`config.mk`:
```
export PLATFORM = sky130hd
export DESIGN_NAME = multicycle_ctrl
export DESIGN_NICKNAME = d
export VERILOG_FILES = /design/src/rtl/multicycle_ctrl.sv
export SDC_FILE = /design/constraint.sdc
export NUM_CORES = 1
export LEC_CHECK = 0
export CORE_MARGIN = 1.5
export CORE_UTILIZATION = 40
export DETAILED_ROUTE_END_ITERATION = 10
export PLACE_DENSITY_LB_ADDON = 0.15
export SYNTH_ARGS = -nofsm -noshare
export SYNTH_HDL_FRONTEND = slang
export SYNTH_SLANG_ARGS = --single-unit
```
`constraint.sdc`:
```
create_clock -name clk -period 2 [get_ports clk]
set_input_delay 0.2 -clock clk [delete_from_list [all_inputs] [get_ports clk]]
set_output_delay 0.2 -clock clk [all_outputs]
set_load 0.005 [all_outputs]
```
`src/rtl/multicycle_ctrl.sv`:
```
// Multi-cycle control sequencer for the non-pipelined RV32 core (R, lw, sw, beq).
// Define MCTRL_RETIRE_CNT_EN to build the retired-instruction counter; otherwise retired is 0.
module multicycle_ctrl #(
    parameter int unsigned TIMEOUT_CYCLES = 16,
    parameter int unsigned CNT_W          = 32
) (
    input  logic             clk,
    input  logic             rst,
    input  logic [6:0]       opcode,
    input  logic             zero,
    input  logic             imem_ready,
    input  logic             dmem_ready,
    output logic             imem_req,
    output logic             ir_write,
    output logic             pc_write,
    output logic             pc_sel,
    output logic [1:0]       immsel,
    output logic [1:0]       aluop,
    output logic             alusrc,
    output logic             MemRead,
    output logic             MemWrite,
    output logic             MemtoReg,
    output logic             regwrite_en,
    output logic             Branch,
    output logic             illegal_op,
    output logic             bus_err,
    output logic [2:0]       state,
    output logic [CNT_W-1:0] retired
);

    localparam int unsigned TmoW = $clog2(TIMEOUT_CYCLES + 1);
    localparam logic [TmoW-1:0] TmoLast = TmoW'(TIMEOUT_CYCLES - 1);

    localparam logic [6:0] OpR   = 7'b0110011;
    localparam logic [6:0] OpLw  = 7'b0000011;
    localparam logic [6:0] OpSw  = 7'b0100011;
    localparam logic [6:0] OpBeq = 7'b1100011;

    typedef enum logic [2:0] {
        StFetch     = 3'd0,
        StDecode    = 3'd1,
        StExecute   = 3'd2,
        StMem       = 3'd3,
        StWriteback = 3'd4
    } state_e;

    state_e          state_q, state_d;
    logic [6:0]      op_q, op_d;
    logic [TmoW-1:0] tmo_q, tmo_d;
    logic            retire;

    always_ff @(posedge clk) begin
        state_q <= state_d;
        op_q    <= op_d;
        tmo_q   <= tmo_d;
    end

    always_comb begin
        state_d     = state_q;
        op_d        = op_q;
        tmo_d       = tmo_q;
        retire      = 1'b0;
        imem_req    = 1'b0;
        ir_write    = 1'b0;
        pc_write    = 1'b0;
        pc_sel      = 1'b0;
        immsel      = 2'b00;
        aluop       = 2'b00;
        alusrc      = 1'b0;
        MemRead     = 1'b0;
        MemWrite    = 1'b0;
        MemtoReg    = 1'b0;
        regwrite_en = 1'b0;
        Branch      = 1'b0;
        illegal_op  = 1'b0;
        bus_err     = 1'b0;
        state       = 3'd0;

        if (rst) begin
            state_d = StFetch;
            op_d    = 7'd0;
            tmo_d   = '0;
        end else begin
            state = state_q;
            unique case (state_q)
                StFetch: begin
                    imem_req = 1'b1;
                    if (imem_ready) begin
                        ir_write = 1'b1;
                        state_d  = StDecode;
                    end
                end
                StDecode: begin
                    op_d = opcode;
                    if (opcode == OpR || opcode == OpLw || opcode == OpSw || opcode == OpBeq) begin
                        state_d = StExecute;
                    end else begin
                        illegal_op = 1'b1;
                        pc_write   = 1'b1;
                        state_d    = StFetch;
                    end
                end
                StExecute: begin
                    tmo_d = '0;
                    case (op_q)
                        OpR: begin
                            aluop   = 2'b10;
                            state_d = StWriteback;
                        end
                        OpLw: begin
                            alusrc  = 1'b1;
                            state_d = StMem;
                        end
                        OpSw: begin
                            immsel  = 2'b01;
                            alusrc  = 1'b1;
                            state_d = StMem;
                        end
                        OpBeq: begin
                            immsel   = 2'b10;
                            aluop    = 2'b01;
                            Branch   = 1'b1;
                            pc_write = 1'b1;
                            pc_sel   = zero;
                            retire   = 1'b1;
                            state_d  = StFetch;
                        end
                        default: state_d = StFetch;
                    endcase
                end
                StMem: begin
                    alusrc   = 1'b1;
                    immsel   = (op_q == OpSw) ? 2'b01 : 2'b00;
                    MemRead  = (op_q == OpLw);
                    MemWrite = (op_q == OpSw);
                    // A ready arriving in the timeout cycle still completes the access.
                    if (dmem_ready) begin
                        if (op_q == OpSw) begin
                            pc_write = 1'b1;
                            retire   = 1'b1;
                            state_d  = StFetch;
                        end else begin
                            state_d = StWriteback;
                        end
                    end else if (tmo_q == TmoLast) begin
                        bus_err  = 1'b1;
                        pc_write = 1'b1;
                        state_d  = StFetch;
                    end else begin
                        tmo_d = tmo_q + 1'b1;
                    end
                end
                StWriteback: begin
                    regwrite_en = 1'b1;
                    MemtoReg    = (op_q == OpLw);
                    pc_write    = 1'b1;
                    retire      = 1'b1;
                    state_d     = StFetch;
                end
                default: state_d = StFetch;
            endcase
        end
    end

`ifdef MCTRL_RETIRE_CNT_EN
    logic [CNT_W-1:0] retired_q, retired_d;

    always_comb begin
        retired_d = rst ? '0 : retired_q + CNT_W'(retire);
    end

    always_ff @(posedge clk) begin
        retired_q <= retired_d;
    end

    assign retired = rst ? '0 : retired_q;
`else
    logic unused_retire;
    assign unused_retire = retire;
    assign retired       = '0;
`endif

endmodule

```
Word-level counts from Yosys, hierarchy flattened
Cells that the tools add are included.
{"block": "totals", "reg_bits": 15, "input_bits": 12}
{"block": "classes", "add_sub_neg": 1, "n_eq_ne": 17, "n_mux": 51, "reduce_logical": 8}
{"operator": "$mux 1", "n": 32}
{"operator": "$eq 7x6->1 const B", "n": 4}
{"operator": "$mux 3", "n": 5}
{"operator": "$eq 7x2->1 const B", "n": 2}
{"operator": "$eq 7x7->1 const B", "n": 2}
{"operator": "$pmux 2 s2", "n": 3}
{"operator": "$pmux 3 s4", "n": 1}
{"operator": "$mux 5", "n": 2}
{"operator": "$pmux 5 s2", "n": 1}
{"operator": "$mux 2", "n": 4}
{"operator": "$eq 3x2->1 const B", "n": 2}
{"operator": "$ne 2x2->1 const B", "n": 3}
{"operator": "$pmux 3 s2", "n": 1}
{"operator": "$add 5x1->5 const B", "n": 1}
{"operator": "$eq 5x4->1 const B", "n": 1}
{"operator": "$pmux 1 s4", "n": 1}
{"operator": "$eq 3x1->1 const B", "n": 1}
{"operator": "$eq 3x3->1 const B", "n": 1}
{"operator": "$logic_not 3->1", "n": 1}
{"operator": "$logic_or 1x1->1", "n": 3}
{"operator": "$ne 3x3->1 const B", "n": 1}
{"operator": "$reduce_and 3->1", "n": 1}
{"operator": "$pmux 1 s2", "n": 1}
{"operator": "$reduce_and 2->1", "n": 1}
{"operator": "2 further kinds", "n": 2}

Longest topological paths before layout
Gate-level depths: netlist (run 1).
{"block": "logic_depth", "depth_word": 7, "mapped_depth": 7}

Worst setup path after synthesis (run 1)
Ideal clock, no wire load.
{"block": "synth_path", "path_kind": "register to register", "startpoint": "reg tmo_q[0]", "endpoint": "reg tmo_q[4]", "setup_ns": 0.070, "t_arrival_ns": 1.559, "t_required_ns": 1.930, "path_slack_ns": 0.370, "stages_incl_launch_ff": 8, "n_path_buf": 0, "period_less_slack_ns": 1.630, "cell_sequence": "dfxtp_1 -> ha_1 -> and3_1 -> ha_1 -> o21ai_2 -> nand2_2 -> or3_1 -> a21oi_1"}
{"block": "synth_via", "elab_chain_cells": 4, "word_cells_on_any_way": 7}
{"element": "start: declaration", "line_no": "49", "rtl": "logic [TmoW-1:0] tmo_q, tmo_d;"}
{"element": "start signal: assignment", "line_no": "55", "rtl": "tmo_q <= tmo_d;"}
{"element": "$add 5x1->5", "line_no": "150", "rtl": "tmo_d = tmo_q + 1'b1;"}
{"element": "$mux 5", "line_no": "145", "rtl": "end else if (tmo_q == TmoLast) begin"}
{"element": "$mux 5", "line_no": "137", "rtl": "if (dmem_ready) begin"}
{"element": "$pmux 5 s2", "line_no": "85", "rtl": "unique case (state_q)"}
Several ways; a longest one is shown, not always the timed one. The select of a mux whose other input is x is not followed.
A chain may end at the register's enable or synchronous reset.

Final worst setup path (run 1)
{"block": "layout_path", "startpoint": "reg tmo_q[0]", "endpoint": "out bus_err"}
{"block": "layout_via", "elab_chain_cells": 5}
{"element": "$eq 5x4->1", "line_no": "145"}
{"element": "$mux 1", "line_no": "145"}
{"element": "$mux 1", "line_no": "137"}
{"element": "$mux 1", "line_no": "85"}
{"element": "$mux 1", "line_no": "79", "rtl": "if (rst) begin"}
{"element": "end: declaration", "line_no": "26", "rtl": "output logic bus_err,"}
Every way passes these cells.

==> impl_metrics.json, run 1 <==
{
  "cts_tree": "built",
  "synthSimpleGateAreaFrac_pct": 31.5,
  "cpMaxStageDelayCell": "dfxtp_2",
  "track_usage_pct": 16.9,
  "final.min_clock_period_ns": 1.91,
  "cp_num_cells": 6,
  "drt_pre_antenna_iters": 4,
  "rows": 20,
  "r2r_start": "tmo_q[0]$_SDFFE_PP0P_",
  "yosysSeqAreaShare_pct": 24.3,
  "crit_path_end_kind": "primary output",
  "via_count": 1098,
  "rsz0062_at_grt": "yes",
  "cp_top_family": "buffers and inverters",
  "p_comb_share_pct": 19.7,
  "p_leak_nw": 0.823,
  "drtIter0Drc": 17,
  "cts_max_path_buffers": 2,
  "synth_edf_count": 0,
  "switching_power_mw": 0.174,
  "drt_wl_total_um": 2910,
  "critPathMaxFanout": 3,
  "drcViolationCount": 0,
  "yosysWarningCount": 0,
  "r2r_end": "tmo_q[4]$_SDFFE_PP0P_",
  "synth_top_family_by_area": "simple AND/OR/NAND/NOR gates",
  "critPathKind": "reg -> out",
  "vias_per_cell": 4.58,
  "vdd_ir_drop_max_v": 0.000502,
  "synthDistinctLibCells": 44,
  "setup_viol": 0,
  "pwr-share-seq_pct": 51.1,
  "start_kind": "flip-flop",
  "crit_buf_inv": 2,
  "ys_seq_elements": 15,
  "maxCapViolations": 0,
  "die_x_um": 58.6,
  "synth-async-reset-ratio_pct": 0,
  "postSynthCellCount": 150,
  "nets": 222,
  "p_sw_share_pct": 28.4,
  "avgRoutedWirePerCell_um": 12.1,
  "worstPathArrival_ns": 1.71,
  "startpoint": "tmo_q[0]$_SDFFE_PP0P_",
  "fin_skew_ns": 0.00283,
  "fmax_mhz": 523,
  "cts_sinks": 15,
  "synth_xor_area_share_pct": 2.12,
  "antenna_cells": 0,
  "power.density_nw_per_um2": 357,
  "core_um2": 3000,
  "place_congestion": 0.831,
  "p_clk_share_pct": 29.2,
  "clkLatencyLatePin_ns": 0.29,
  "p_int_mw": 0.439,
  "ys.flop_type": "dfxtp_1",
  "muxShareOfSynthArea_pct": 6.47,
  "synthesis.area_um2": 1240,
  "io-pin-count": 63,
  "die_area_um2": 3440,
  "grt_pass1_vias": 1020,
  "status": "complete, no violations",
  "finish.utilization_pct": 57.3,
  "grt_pass1_wl_um": 4540,
  "crit_path_end": "bus_err",
  "ff2ff_path_depth": 8,
  "worst_hold_slack_ns": 0.464,
  "synth_fa_ha_area_share_pct": 2.83,
  "syn_avg_cell_area_um2": 8.25,
  "timing.reg2reg.setup_slack_ns": 0.20,
  "hold_path.class": "reg -> reg",
  "antenna_found_initial": 0,
  "clockRootBuffer": "clkbuf_4",
  "hold_path.startpoint": "tmo_q[4]$_SDFFE_PP0P_",
  "worstPathCellList": "ha_2, and3_4, ha_2, buf_4, nor3b_2, dlygate4sd2_1",
  "fin_crit_sh_pct": 95.7,
  "drtAntennaViolNets": 0,
  "hpwl_um": 2220,
  "drive_above_1_share_pct": 32.4,
  "cpMostUsedCell": "ha_2",
  "hold_viol_final": 0,
  "grt_max_degree": 13,
  "htreeDepth": 1,
  "setup_tns_ns": 0,
  "slew_violations": 0,
  "die_h_um": 58.6,
  "synth_compound_area_share_pct": 7.48,
  "io_buffers": 30,
  "worstPathRequired_ns": 1.80,
  "cts_inserted_buffers": 3,
  "initial_core_util_pct": 41.2,
  "max_stage_delay_ns": 0.34,
  "grt-ovfl-total": 0,
  "cts.clk_slew.worst_paths_ns": 0.10,
  "syn2layout_area_growth_pct": 39.0
}
[worst min path at each step]
stage | endpoint | depth (start not counted)
after floorplan | op_q[0]$_SDFFE_PP0P_ | 2
after CTS | tmo_q[4]$_SDFFE_PP0P_ | 2
after global placement | tmo_q[4]$_SDFFE_PP0P_ | 2
after global routing | tmo_q[4]$_SDFFE_PP0P_ | 2
final | tmo_q[4]$_SDFFE_PP0P_ | 2
after detailed placement | tmo_q[4]$_SDFFE_PP0P_ | 2
[worst reg2reg max path, delay by kind of cell (launching register included)]
kind / cells / cell delay (ns)
AND/OR/NAND/NOR: 3 / 0.57
adder cells (fa/ha/maj): 2 / 0.36
flip-flops: 1 / 0.34
buffers and inverters: 1 / 0.14
AO/OA/AOI/OAI: 2 / 0.33
[cells by family after synthesis]
family,after synthesis
AOI/OAI and AO/OA,14
xor gates and xnor gates,3
adders and majority gates,3
buffers and inverters,42
DFF,15
muxes,8
other,1
and+or+nand+nor,64
[Yosys cell counts, types with 3 or more instances]
| library cell | instances | share of area, % |
|---|---|---|
| mux2i_1 | 8 | 6.5 |
| nand2_1 | 6 | 1.8 |
| xor2_1 | 3 | 2.1 |
| buf_6 | 4 | 3.6 |
| buf_4 | 32 | 19 |
| dfxtp_1 | 15 | 24 |
| nor3_1 | 4 | 1.6 |
| inv_1 | 3 | 0.91 |
| a21oi_1 | 4 | 1.6 |
| nand3b_1 | 3 | 1.8 |
| nor3b_1 | 3 | 1.8 |
| nand3_1 | 5 | 2.0 |
| nand4_1 | 3 | 1.5 |
| nor2_1 | 18 | 5.5 |
| nor2b_1 | 3 | 1.5 |
[cell usage in the layout, fill, tap and decap left out, types with 2 or more instances in the layout]
cell type / count
nor3b_2: 3
o21ai_2: 2
nor2_1: 17
nor3_1: 2
nand2_2: 2
nand3b_1: 3
dlymetal6s2s_1: 4
inv_1: 3
nand4_1: 3
clkdlybuf4s50_1: 13
nor2b_1: 2
a21oi_1: 4
a31oi_1: 2
clkbuf_4: 3
xor2_1: 3
dfxtp_4: 3
dlygate4sd2_1: 10
ha_2: 2
mux2i_1: 8
nor3b_4: 2
nor3_2: 3
dfxtp_1: 9
nand2_1: 6
dfxtp_2: 3
nand3_1: 5
conb_1: 32
buf_4: 31
[flip-flops by register name, summed over array words and instances (netlist names)]
| signal | cells |
|---|---|
| op_q | 7 |
| state_q | 3 |
| tmo_q | 5 |
[routing by layer]
metal  GRT usage, %  vias up  wire length, µm
li1               -      559                -
met1           21.2      506             1280
met2           29.7       33             1500
met4           1.30        0                0
met3           5.27        0              130
met5              0        -                0
[final cells by class]
type / count / area, µm²
Timing Repair Buffer: 60 / 515
Clock buffer: 3 / 22.5
Multi-Input combinational cell: 124 / 806
Inverter: 4 / 15.0
Clock inverter: 1 / 5.00
Fill cell: 286 / 1280
Sequential cell: 15 / 315
Tap cell: 33 / 41.3
[power by group through the flow]
stage | logic (mW) | clock network, mW | registers (mW)
2_1_floorplan | 0.106 | 0 | 0.319
3_3_place_gp | 0.104 | 0 | 0.324
3_5_place_dp | 0.105 | 0 | 0.324
4_1_cts | 0.110 | 0.189 | 0.314
5_1_grt | 0.135 | 0.204 | 0.315
6_report | 0.121 | 0.179 | 0.313
[metrics by stage]
stage               cell area [µm²]  worst slack (ns)  cells  power, mW
detailed placement             1520            -0.128    222      0.429
finish                         1720            0.0870    240      0.613
CTS                            1610           -0.0444    232      0.613
floorplan                      1350             0.370    181      0.425
global placement               1520           -0.0340    222      0.428
global route                   1720          -0.00550    240      0.654
[timing repair]
action,CTS,global route
setup endpoints to repair,15,7
resized for setup,25,20
setup buffers,6,8
pin swaps,7,7
hold buffers,0,0
No activity file was read; power rests on OpenSTA's default activity.
==> inputs of run 2 (changes only) <==
==> constraint.sdc (replaced) <==
create_clock -name clk -period 2.3 [get_ports clk]
set_input_delay 0.23 -clock clk [delete_from_list [all_inputs] [get_ports clk]]
set_output_delay 0.23 -clock clk [all_outputs]
set_load 0.005 [all_outputs]
==> run 2 against run 1 <==
Net effect:
- combinational power shrank 28%
- global-route usage shrank 2.0 points
- sequential share of layout area grew 2.4 points
- clock skew is essentially flat
- wire length shrank 15%
- critical path depth shrank 1
- via count shrank 9.1%
- flip-flop and latch count is the same
==> impl_metrics.json, run 2 (same netlist as run 1, synthesis figures left out) <==
{
  "initial_core_util_pct": 41.2,
  "via_count": 998,
  "place_inst": 210,
  "layout_common_cells": "conb_1 (32), clkdlybuf4s50_1 (29), nor2_1 (18), dfxtp_1 (12), mux2i_1 (8)",
  "nets": 196,
  "layout_setup_ws_ns": 0.113,
  "cts_inserted_buffers": 3,
  "antenna_cells": 0,
  "crit_path_end_kind": "primary output",
  "ff2ff_path_depth": 7,
  "track_usage_pct": 14.9,
  "max_stage_delay_ns": 0.54,
  "top_regs": "op_q: 7 flops, tmo_q: 5 flops, state_q: 3 flops",
  "hold_viol_final": 0,
  "fin_crit_sh_pct": 95.1,
  "cpMaxStageDelayCell": "clkdlybuf4s50_1",
  "cp_num_cells": 5,
  "place_congestion": 0.772,
  "cts.clk_slew.worst_paths_ns": 0.10,
  "io-pin-count": 63,
  "vias_per_cell": 4.66,
  "die_x_um": 58.6,
  "cp_top_family": "buffers and inverters",
  "die_area_um2": 3440,
  "worst_hold_slack_ns": 0.455,
  "maxCapViolations": 0,
  "critPathKind": "reg -> out",
  "core_um2": 3000,
  "cts_sinks": 15,
  "crit_buf_inv": 1,
  "hold_path.class": "reg -> reg",
  "final.min_clock_period_ns": 2.19,
  "drive_above_1_share_pct": 13.8,
  "slew_violations": 0,
  "worstPathRequired_ns": 2.07,
  "fmax_mhz": 457,
  "cts_max_path_buffers": 2,
  "finalPower_mw": 0.519,
  "grt_pass1_wl_um": 4010,
  "die_h_um": 58.6,
  "clockRootBuffer": "clkbuf_4",
  "antenna_found_initial": 0,
  "status": "complete, no violations",
  "power.density_nw_per_um2": 355,
  "setup_tns_ns": 0,
  "fillCellCount": 298,
  "fin_skew_ns": 0.00296,
  "mostFrequentLayoutCell": "conb_1",
  "holdPathStages": 2,
  "htreeDepth": 1,
  "clkLatencyLatePin_ns": 0.29,
  "io_buffers": 30,
  "avgRoutedWirePerCell_um": 11.6,
  "start_kind": "flip-flop",
  "regMostFlops": "op_q",
  "drcViolationCount": 0,
  "critPathMaxFanout": 4,
  "grt_pass1_vias": 891,
  "stdcell_count": 214,
  "hpwl_um": 2000,
  "worstPathArrival_ns": 1.96,
  "drtAntennaViolNets": 0,
  "drt_wl_total_um": 2470,
  "setup_viol": 0,
  "syn2layout_area_growth_pct": 18.3,
  "rsz0062_at_grt": "no",
  "cts_tree": "built",
  "largest_reg_flops": 7,
  "p_leak_nw": 0.576,
  "rows": 20,
  "drt_pre_antenna_iters": 4,
  "drtIter0Drc": 17,
  "preCtsSetupSlack_ns": 0.168,
  "vdd_ir_drop_max_v": 0.000359,
  "worstPathCellList": "ha_1, and3_1, ha_2, nor3b_1, clkdlybuf4s50_1",
  "grt-ovfl-total": 0,
  "grt_max_degree": 15
}
run 2: cell types whose count changed in the layout (fill, tap and decap cells not counted), moves of 3 or more:
cell / change
buf_4: -27
clkdlybuf4s50_1: +16
dfxtp_1: +3
dfxtp_4: -3
dlygate4sd2_1: -9
dlymetal6s2s_1: -4
run 2: final cells by class:
| class | instances | area, µm² | area share [%] |
|---|---|---|---|
| Clock buffer | 3 | 22.5 | 1.54 |
| Clock inverter | 1 | 5.00 | 0.342 |
| Inverter | 4 | 15.0 | 1.03 |
| Multi-Input combinational cell | 124 | 747 | 51.0 |
| Sequential cell | 15 | 304 | 20.8 |
| Tap cell | 33 | 41.3 | 2.82 |
| Timing Repair Buffer | 34 | 329 | 22.5 |
run 2: worst min-delay path, delay by kind of cell (launching register included):
| family | cells | cell delay (ns) |
|---|---|---|
| AO/OA/AOI/OAI | 1 | 0.05 |
| flip-flops | 1 | 0.32 |
| AND/OR/NAND/NOR | 1 | 0.05 |
run 2: power by group:
part,switching [mW],total (mW),internal (mW)
Combinational,0.0450,0.0874,0.0424
Sequential,0.00961,0.276,0.267
Clock,0.0906,0.155,0.0646
run 2: timing repair:
action	in CTS	in global routing
hold buffers	0	0
buffers inserted	0	0
pin swaps	0	0
resized for setup	4	1
endpoints found under the setup margin	2	2
run 2: worst paths after layout:
check / start / endpoint / slack (ns)
max: tmo_q[0]$_SDFFE_PP0P_ / bus_err / 0.11
min: tmo_q[4]$_SDFFE_PP0P_ / tmo_q[4]$_SDFFE_PP0P_ / 0.45
max reg2reg: tmo_q[0]$_SDFFE_PP0P_ / tmo_q[4]$_SDFFE_PP0P_ / 0.57
min reg2reg: tmo_q[4]$_SDFFE_PP0P_ / tmo_q[4]$_SDFFE_PP0P_ / 0.45
run 2: through the flow:
step                utilization, %  cell area (µm²)
CTS                           48.7             1460
global placement              47.7             1430
floorplan                        -             1350
finish                        48.8             1460
global route                  48.8             1460
detailed placement            47.7             1430
run 2: metal layers:
metal / track usage, % / wire [µm] / vias to the layer above
li1: - / - / 508
met1: 18.8 / 1160 / 465
met2: 26.0 / 1220 / 25
met3: 4.84 / 95 / 0
met4: 0.974 / 0 / 0
met5: 0 / 0 / -
==> inputs of run 3 (changes only) <==
==> constraint.sdc (replaced) <==
create_clock -name clk -period 2.3 [get_ports clk]
set_input_delay 0.23 -clock clk [delete_from_list [all_inputs] [get_ports clk]]
set_output_delay 0.23 -clock clk [all_outputs]
set_load 0.01 [all_outputs]
==> run 3 against run 2 <==
Net effect:
- sequential power hardly changed
- largest power group unchanged
- cell count stayed put
- via count is 2.1% higher
- total power is 2.7% higher
- maximum frequency is 0.44% lower
- clock skew is 0.0021 ns higher
- wire length is 0.49% higher
- final area is 0.51% higher
==> impl_metrics.json, run 3 (same netlist as run 1, synthesis figures left out) <==
{
  "status": "complete, no violations",
  "fmax_mhz": 455,
  "highest_layer": "met4",
  "hpwl_um": 2010,
  "io-pin-count": 63,
  "drt_wl_total_um": 2480,
  "hold_viol_final": 0,
  "fillCellCount": 298,
  "finalPower_mw": 0.533,
  "grt_max_degree": 15,
  "power.density_nw_per_um2": 362,
  "avgRoutedWirePerCell_um": 11.6,
  "initial_core_util_pct": 41.2,
  "drive_above_1_share_pct": 13.8,
  "clockRootBuffer": "clkbuf_4",
  "maxCapViolations": 0,
  "setup_viol": 0,
  "layout_common_cells": "conb_1 (32), clkdlybuf4s50_1 (28), nor2_1 (18), dfxtp_1 (12), mux2i_1 (8)",
  "fin_crit_sh_pct": 95.5,
  "track_usage_pct": 15.5,
  "p_leak_nw": 0.576,
  "drcViolationCount": 0,
  "die_area_um2": 3440,
  "die_h_um": 58.6,
  "start_kind": "flip-flop",
  "hold_path.startpoint": "tmo_q[4]$_SDFFE_PP0P_",
  "drt_pre_antenna_iters": 4,
  "htreeDepth": 1,
  "rsz0062_at_grt": "yes",
  "cts_inserted_buffers": 3,
  "cts_sinks": 15,
  "top_regs": "op_q: 7 flops, tmo_q: 5 flops, state_q: 3 flops",
  "startpoint": "op_q[3]$_SDFFE_PP0P_",
  "clkLatencyLatePin_ns": 0.29,
  "largest_reg_flops": 7,
  "regMostFlops": "op_q",
  "antenna_found_initial": 0,
  "nets": 196,
  "grt_pass1_vias": 939,
  "grt-ovfl-total": 0,
  "finish.utilization_pct": 49.0,
  "mostFrequentLayoutCell": "conb_1",
  "die_x_um": 58.6,
  "drtIter0Drc": 23,
  "cts_max_path_buffers": 2,
  "drtAntennaViolNets": 0,
  "syn2layout_area_growth_pct": 18.9,
  "route.met2.wl_um": 1210,
  "cts.clk_slew.worst_paths_ns": 0.10,
  "critPathMaxFanout": 4,
  "antenna_cells": 0,
  "place_congestion": 0.770,
  "wl_met1_um": 1110,
  "wl_met3_um": 139,
  "io_buffers": 30,
  "worstPathRequired_ns": 2.07,
  "r2r_start": "tmo_q[0]$_SDFFE_PP0P_",
  "seqCellArea_um2": 307,
  "grt_pass1_wl_um": 4170,
  "via_count": 1019,
  "cts_tree": "built",
  "multi_input_area_um2": 753,
  "vias_per_cell": 4.76,
  "critPathKind": "reg -> out",
  "final.min_clock_period_ns": 2.20,
  "core_um2": 3000,
  "slew_violations": 0,
  "worst_hold_slack_ns": 0.454,
  "worstPathArrival_ns": 1.97,
  "hold_path.class": "reg -> reg",
  "hold_buffers": 0,
  "crit_path_end_kind": "primary output",
  "fin_skew_ns": 0.00505,
  "vdd_ir_drop_max_v": 0.000364,
  "rows": 20
}
[run 3: layout make-up]
type	count	area share [%]
flip-flops and latches	15	20.8
clock buffers	3	1.53
inverters	4	1.02
clock inverters	1	0.340
well taps	33	2.81
multi-input cells	124	51.2
repair buffers	34	22.3
[run 3: timing repair]
item                                    4_1_cts  5_1_grt
resized for setup                             3        5
buffers inserted                              0        0
pin swaps                                     0        1
endpoints found under the setup margin        3        7
[run 3: where the power goes]
group | internal [mW] | switching (mW)
clock network | 0.0647 | 0.0925
registers | 0.266 | 0.0104
logic | 0.0425 | 0.0575
total | 0.373 | 0.160
[run 3: worst max-delay path, stage by stage, from the launching register on]
cell and delay [ns]:
dfxtp_1 0.33, and4bb_2 0.31, nand3b_1 0.17, nor3_2 0.20, and2_1 0.14, clkdlybuf4s50_1 0.53
[run 3: per-stage QoR]
step           setup WS (ns)  cell area (µm²)  instances  setup TNS [ns]
6_report               0.103             1470        214               0
4_1_cts               0.0273             1460        214               0
2_1_floorplan          0.670             1350        181               0
5_1_grt             -0.00675             1470        214        -0.00675
3_5_place_dp          0.0631             1430        210               0
3_3_place_gp           0.165             1430        210               0
[run 3: final timing paths]
check	endpoint	slack (ns)	depth (start not counted)
worst max-delay path	pc_sel	0.10	5
worst min-delay path	tmo_q[4]$_SDFFE_PP0P_	0.45	2
worst max register to register	tmo_q[4]$_SDFFE_PP0P_	0.56	7
worst min register to register	tmo_q[4]$_SDFFE_PP0P_	0.45	2
[run 3: per-layer routing]
metal,up-vias,GRT usage (%)
met3,5,5.71
met5,-,0
li1,512,-
met2,32,25.5
met1,470,19.6
met4,0,3.25
